`src/rtl/if_id_skid_pkg.sv`:
```
// rtl/if_id_skid_pkg.sv - shared IF/ID widths, state encodings, bubble encoding and CLEAR macro
`ifndef CLEAR
`define CLEAR(w) {(w){1'b0}}
`endif

package if_id_skid_pkg;

    localparam int          DEFAULT_PC_SIZE             = 32;
    localparam int          DEFAULT_ID_INSTRUCTION_SIZE = 32;
    localparam logic [31:0] DEFAULT_NOP_INSTRUCTION     = 32'h0000_0000;

    // State value doubles as the occupancy count.
    typedef enum logic [1:0] {
        IF_ID_EMPTY = 2'd0,
        IF_ID_ONE   = 2'd1,
        IF_ID_TWO   = 2'd2
    } if_id_state_t;

endpackage

```
`src/rtl/if_id_entry.sv`:
```
// rtl/if_id_entry.sv - PC + instruction register pair with load enable
module if_id_entry
    import if_id_skid_pkg::*;
#(
    parameter int                          PC_SIZE           = DEFAULT_PC_SIZE,
    parameter int                          INSTRUCTION_SIZE  = DEFAULT_ID_INSTRUCTION_SIZE,
    parameter logic [INSTRUCTION_SIZE-1:0] RESET_INSTRUCTION = DEFAULT_NOP_INSTRUCTION
) (
    input  logic                        i_clk,
    input  logic                        i_reset,
    input  logic                        i_load,
    input  logic [PC_SIZE-1:0]          i_next_seq_pc,
    input  logic [INSTRUCTION_SIZE-1:0] i_instruction,
    output logic [PC_SIZE-1:0]          o_next_seq_pc,
    output logic [INSTRUCTION_SIZE-1:0] o_instruction
);

    always_ff @(posedge i_clk or negedge i_reset) begin
        if (!i_reset) begin
            o_next_seq_pc <= `CLEAR(PC_SIZE);
            o_instruction <= RESET_INSTRUCTION;
        end else if (i_load) begin
            o_next_seq_pc <= i_next_seq_pc;
            o_instruction <= i_instruction;
        end
    end

endmodule

```
`src/rtl/if_id_skid.sv`:
```
// rtl/if_id_skid.sv - IF/ID stage with two-entry skid buffer and flush; option IF_ID_SKID_BUBBLE_NOP_EN
module if_id_skid
    import if_id_skid_pkg::*;
#(
    parameter int                          PC_SIZE          = DEFAULT_PC_SIZE,
    parameter int                          INSTRUCTION_SIZE = DEFAULT_ID_INSTRUCTION_SIZE,
    parameter logic [INSTRUCTION_SIZE-1:0] NOP_INSTRUCTION  = DEFAULT_NOP_INSTRUCTION
) (
    input  logic                        i_clk,
    input  logic                        i_reset,
    input  logic                        i_valid,
    output logic                        o_ready,
    input  logic [PC_SIZE-1:0]          i_next_seq_pc,
    input  logic [INSTRUCTION_SIZE-1:0] i_instruction,
    input  logic                        i_flush,
    output logic                        o_valid,
    input  logic                        i_ready,
    output logic [PC_SIZE-1:0]          o_next_seq_pc,
    output logic [INSTRUCTION_SIZE-1:0] o_instruction,
    output logic [1:0]                  o_occupancy
);

`ifdef IF_ID_SKID_BUBBLE_NOP_EN
    localparam bit BUBBLE_NOP_EN = 1'b1;
`else
    localparam bit BUBBLE_NOP_EN = 1'b0;
`endif

    if_id_state_t state, state_next;
    logic         ready_q;
    logic         accept, drain;
    logic         main_load, main_from_skid, main_clear, skid_load;
    logic         main_we;

    logic [PC_SIZE-1:0]          skid_pc,    main_pc_d;
    logic [INSTRUCTION_SIZE-1:0] skid_instr, main_instr_d;

    assign accept = i_valid & ready_q;
    assign drain  = o_valid & i_ready;

    always_ff @(posedge i_clk or negedge i_reset) begin
        if (!i_reset) begin
            state   <= IF_ID_EMPTY;
            ready_q <= 1'b1;
        end else begin
            state   <= state_next;
            ready_q <= (state_next != IF_ID_TWO);
        end
    end

    always_comb begin
        state_next     = state;
        main_load      = 1'b0;
        main_from_skid = 1'b0;
        main_clear     = 1'b0;
        skid_load      = 1'b0;
        case (state)
            IF_ID_EMPTY: begin
                if (accept) begin
                    state_next = IF_ID_ONE;
                    main_load  = 1'b1;
                end
            end
            IF_ID_ONE: begin
                if (accept && drain) begin
                    main_load = 1'b1;
                end else if (accept) begin
                    state_next = IF_ID_TWO;
                    skid_load  = 1'b1;
                end else if (drain) begin
                    state_next = IF_ID_EMPTY;
                    main_clear = 1'b1;
                end
            end
            IF_ID_TWO: begin
                if (drain) begin
                    state_next     = IF_ID_ONE;
                    main_load      = 1'b1;
                    main_from_skid = 1'b1;
                end
            end
            default: state_next = IF_ID_EMPTY;
        endcase
        // Redirect: everything held or arriving this cycle is discarded.
        if (i_flush) begin
            state_next     = IF_ID_EMPTY;
            main_load      = 1'b0;
            main_from_skid = 1'b0;
            skid_load      = 1'b0;
            main_clear     = 1'b1;
        end
    end

    // With bubble-NOP enabled the main register is scrubbed whenever it goes empty.
    assign main_we      = main_load | (BUBBLE_NOP_EN & main_clear);
    assign main_pc_d    = (BUBBLE_NOP_EN && main_clear) ? `CLEAR(PC_SIZE)
                        : main_from_skid ? skid_pc : i_next_seq_pc;
    assign main_instr_d = (BUBBLE_NOP_EN && main_clear) ? NOP_INSTRUCTION
                        : main_from_skid ? skid_instr : i_instruction;

    if_id_entry #(
        .PC_SIZE          (PC_SIZE),
        .INSTRUCTION_SIZE (INSTRUCTION_SIZE),
        .RESET_INSTRUCTION(NOP_INSTRUCTION)
    ) u_main (
        .i_clk         (i_clk),
        .i_reset       (i_reset),
        .i_load        (main_we),
        .i_next_seq_pc (main_pc_d),
        .i_instruction (main_instr_d),
        .o_next_seq_pc (o_next_seq_pc),
        .o_instruction (o_instruction)
    );

    if_id_entry #(
        .PC_SIZE          (PC_SIZE),
        .INSTRUCTION_SIZE (INSTRUCTION_SIZE),
        .RESET_INSTRUCTION(NOP_INSTRUCTION)
    ) u_skid (
        .i_clk         (i_clk),
        .i_reset       (i_reset),
        .i_load        (skid_load),
        .i_next_seq_pc (i_next_seq_pc),
        .i_instruction (i_instruction),
        .o_next_seq_pc (skid_pc),
        .o_instruction (skid_instr)
    );

    assign o_valid     = (state != IF_ID_EMPTY);
    assign o_ready     = ready_q;
    assign o_occupancy = state;

endmodule

```
`config.mk`:
```
export PLATFORM = sky130hd
export DESIGN_NAME = if_id_skid
export DESIGN_NICKNAME = d
export VERILOG_FILES = /design/src/rtl/if_id_skid_pkg.sv /design/src/rtl/if_id_entry.sv /design/src/rtl/if_id_skid.sv
export SDC_FILE = /design/constraint.sdc
export NUM_CORES = 1
export LEC_CHECK = 0
export CORE_MARGIN = 2
export CORE_UTILIZATION = 25
export CTS_CLUSTER_SIZE = 28
export DETAILED_ROUTE_END_ITERATION = 12
export HOLD_SLACK_MARGIN = 0.05
export PLACE_DENSITY = 0.46
export SLEW_MARGIN = 25
export SYNTH_ARGS = -nofsm -noshare
export SYNTH_HDL_FRONTEND = slang
export SYNTH_SLANG_ARGS = --single-unit
```
`constraint.sdc`:
```
create_clock -name i_clk -period 3.55 [get_ports i_clk]
set_clock_uncertainty 0.15 [all_clocks]
set_input_delay 1.065 -clock i_clk [delete_from_list [all_inputs] [get_ports i_clk]]
set_output_delay 1.065 -clock i_clk [all_outputs]
set_load 0.005 [all_outputs]
```
==> flow_summary.ini <==
[run_status]
status = complete, no violations

[power]
p_leak_nw = 3.365
peakVddDrop_mv = 0.2569
power_w = 0.004833
p_per_area_nw_per_um2 = 601.1

[synth]
synth_top_area_share_pct = 55.97
ys.flop_type = dfrtp_1
ys_seq_area_share_pct = 56.43
netlist_area_sq_um = 5812
synth.distinct_cells = 24
synthArstFlopShare_pct = 100.0
synth_area_leaders = dfrtp_1, mux2_4, mux2i_1, a21oi_1, nor2_1
syn_nets = 502
yosysMostFrequentCell = dfrtp_1
synth_area_leader_cell = dfrtp_1
synth_common_cells = dfrtp_1, mux2i_1, nor2_1
synth_edf_count = 0
syn_inst = 433
ys_ff_latch = 131
yosys_warnings = 0
syn_area_per_cell_sq_um = 13.42

[timing]
tns_ns = 0
setup_viol = 0
period_share_pct = 83.12
worst_slack_ns = 0.5993
worst_pin_slew_ns = 0.6752
max_freq_mhz = 338.9
relSlewSlack_pct = 54.99
min_period_ns = 2.951
hold_viol_final = 0
rsz0062_at_grt = false
slew_viol_final = 0

[clock_tree]
cts_hold_buf = 0
htree_levels = 4
clk_latency_ns = 0.41
cts_tree = done
clockBufferDepth = 2
cts-root-buf = clkbuf_16
clock-sinks = 131
clkTransAtPathRegs_ns = 0.06
cts_resized = 0
cts_inserted_buffers = 17
cts.repair_timing.setup_buffer_count = 0

[die]
start_util_pct = 25.59
ios = 137
core_sq_um = 22710
die_y_um = 156.5
dieWidth_um = 156.5
die_area_sq_um = 24480
rows = 55

[grt]
grt_pass1_wl_mm = 21.98
grt-busiest-layer = met2
overflow = 0
grtUsageMet1_pct = 14.77
grt_max_degree = 97
grt_pass1_vias = 4114
grt.total_usage_pct = 11.72
met2_usage_pct = 19.22
use_met3_pct = 3.434
antenna_found_initial = 0

[placement]
dp_hpwl_mm = 8.684
post-place-ws_ns = 0.5268
port_buffers = 136
gp_congestion = 0.6854
postPlaceCellArea_sq_um = 7452

[critical_path]
worst_setup_path_end_kind = output pin
critPathCapture = o_valid
worstPathArrival_ns = 1.74
critPathLaunchType = flop
crit_start = o_occupancy[0]
r2r_start = o_ready
worstReg2RegEnd = u_main.o_instruction[7]
r2r_cells = 5
ff2ff_setup_slack_ns = 1.65
worst-path-max-fanout = 8
crit_type = reg -> out
required_ns = 2.33

[cells_and_area]
antenna_cells = 0
final_nets = 638
syn_to_final_growth_pct = 38.34
final_core_util_pct = 35.41
finalInstanceArea_sq_um = 8040
fillers = 2206
drive_above_1_share_pct = 19.10

[routing]
drtPass1Iterations = 4
drt_iter0_markers = 101
antenna_left = 0
vias_per_cell = 4.293
drc = 0
num_vias = 3718
routed_wl_mm = 13.50
wl_per_cell_um = 15.58

[job]
maxCapViolations = 0

[worst_hold_path]
min_path_type = reg -> reg
==> state kept, by name (all words and copies together) (netlist names) <==
| register | count |
|---|---|
| o_ready | 1 |
| u_skid.o_next_seq_pc | 32 |
| u_main.o_next_seq_pc | 32 |
| u_skid.o_instruction | 32 |
| o_occupancy | 2 |
| u_main.o_instruction | 32 |
==> critical path, cell delays in order, from the launching register on <==
cell and delay (ns):
dfrtp_1 0.48, or2_2 0.35, clkdlybuf4s50_1 0.49
==> cells in the final DEF (no fill, tap or decap), types with 2 or more instances in the layout <==
master and instances:
clkbuf_16 17, nand2_1 2, mux2_2 4, mux2_4 60
nand3b_1 2, clkinv_4 5, mux2i_1 65, buf_4 3
clkinvlp_4 3, clkdlybuf4s50_1 135, nor2_1 65, a21oi_1 64
buf_12 6, clkbuf_8 2, bufinv_16 2, dfrtp_1 130
==> stage by stage <==
stage | hold slack (ns) | cells
2_1_floorplan | 0.3291 | 433
3_3_place_gp | 0.3391 | 835
3_5_place_dp | 0.3433 | 835
4_1_cts | 0.3581 | 866
5_1_grt | 0.3677 | 866
6_report | 0.3568 | 866
==> worst min path at each step <==
stage,cells after the start,to,from
after floorplan,1,u_skid.o_instruction[0],u_skid.o_instruction[0]
after global placement,1,u_skid.o_next_seq_pc[31],u_skid.o_next_seq_pc[31]
after detailed placement,1,u_skid.o_instruction[12],u_skid.o_instruction[12]
after CTS,1,u_skid.o_next_seq_pc[31],u_skid.o_next_seq_pc[31]
after global routing,1,u_skid.o_instruction[12],u_skid.o_instruction[12]
final,1,u_skid.o_next_seq_pc[31],u_skid.o_next_seq_pc[31]
==> layout make-up <==
| cell class | instances | area (sq um) | area share [%] |
|---|---|---|---|
| well taps | 285 | 356.6 | 4.435 |
| repair buffers | 145 | 1505 | 18.72 |
| clock inverters | 11 | 131.4 | 1.634 |
| flip-flops and latches | 131 | 3279 | 40.79 |
| clock buffers | 20 | 456.7 | 5.680 |
| multi-input cells | 274 | 2311 | 28.74 |
==> power by group <==
group,internal [W],switching [W]
Sequential,0.00186,0.000210
Combinational,0.000696,0.000325
Clock,0.00107,0.000668
Total,0.00363,0.00120
==> logic make-up (layout without fill, tap and decap cells) <==
kind of cell,count (synthesis),in the layout,synth area share (%)
and+or+nand+nor,78,78,6.093
muxes,129,129,27.47
DFF,131,131,56.43
buffers and inverters,28,176,4.047
AOI/OAI and AO/OA,67,67,5.964
==> layer usage <==
metal  vias up  share of wire [%]
met5         -                  0
met4         0                1.6
met3        17                4.8
met2        91                 48
met1      1835                 46
li1       1775                  -
No activity file was read; power rests on OpenSTA's default activity.
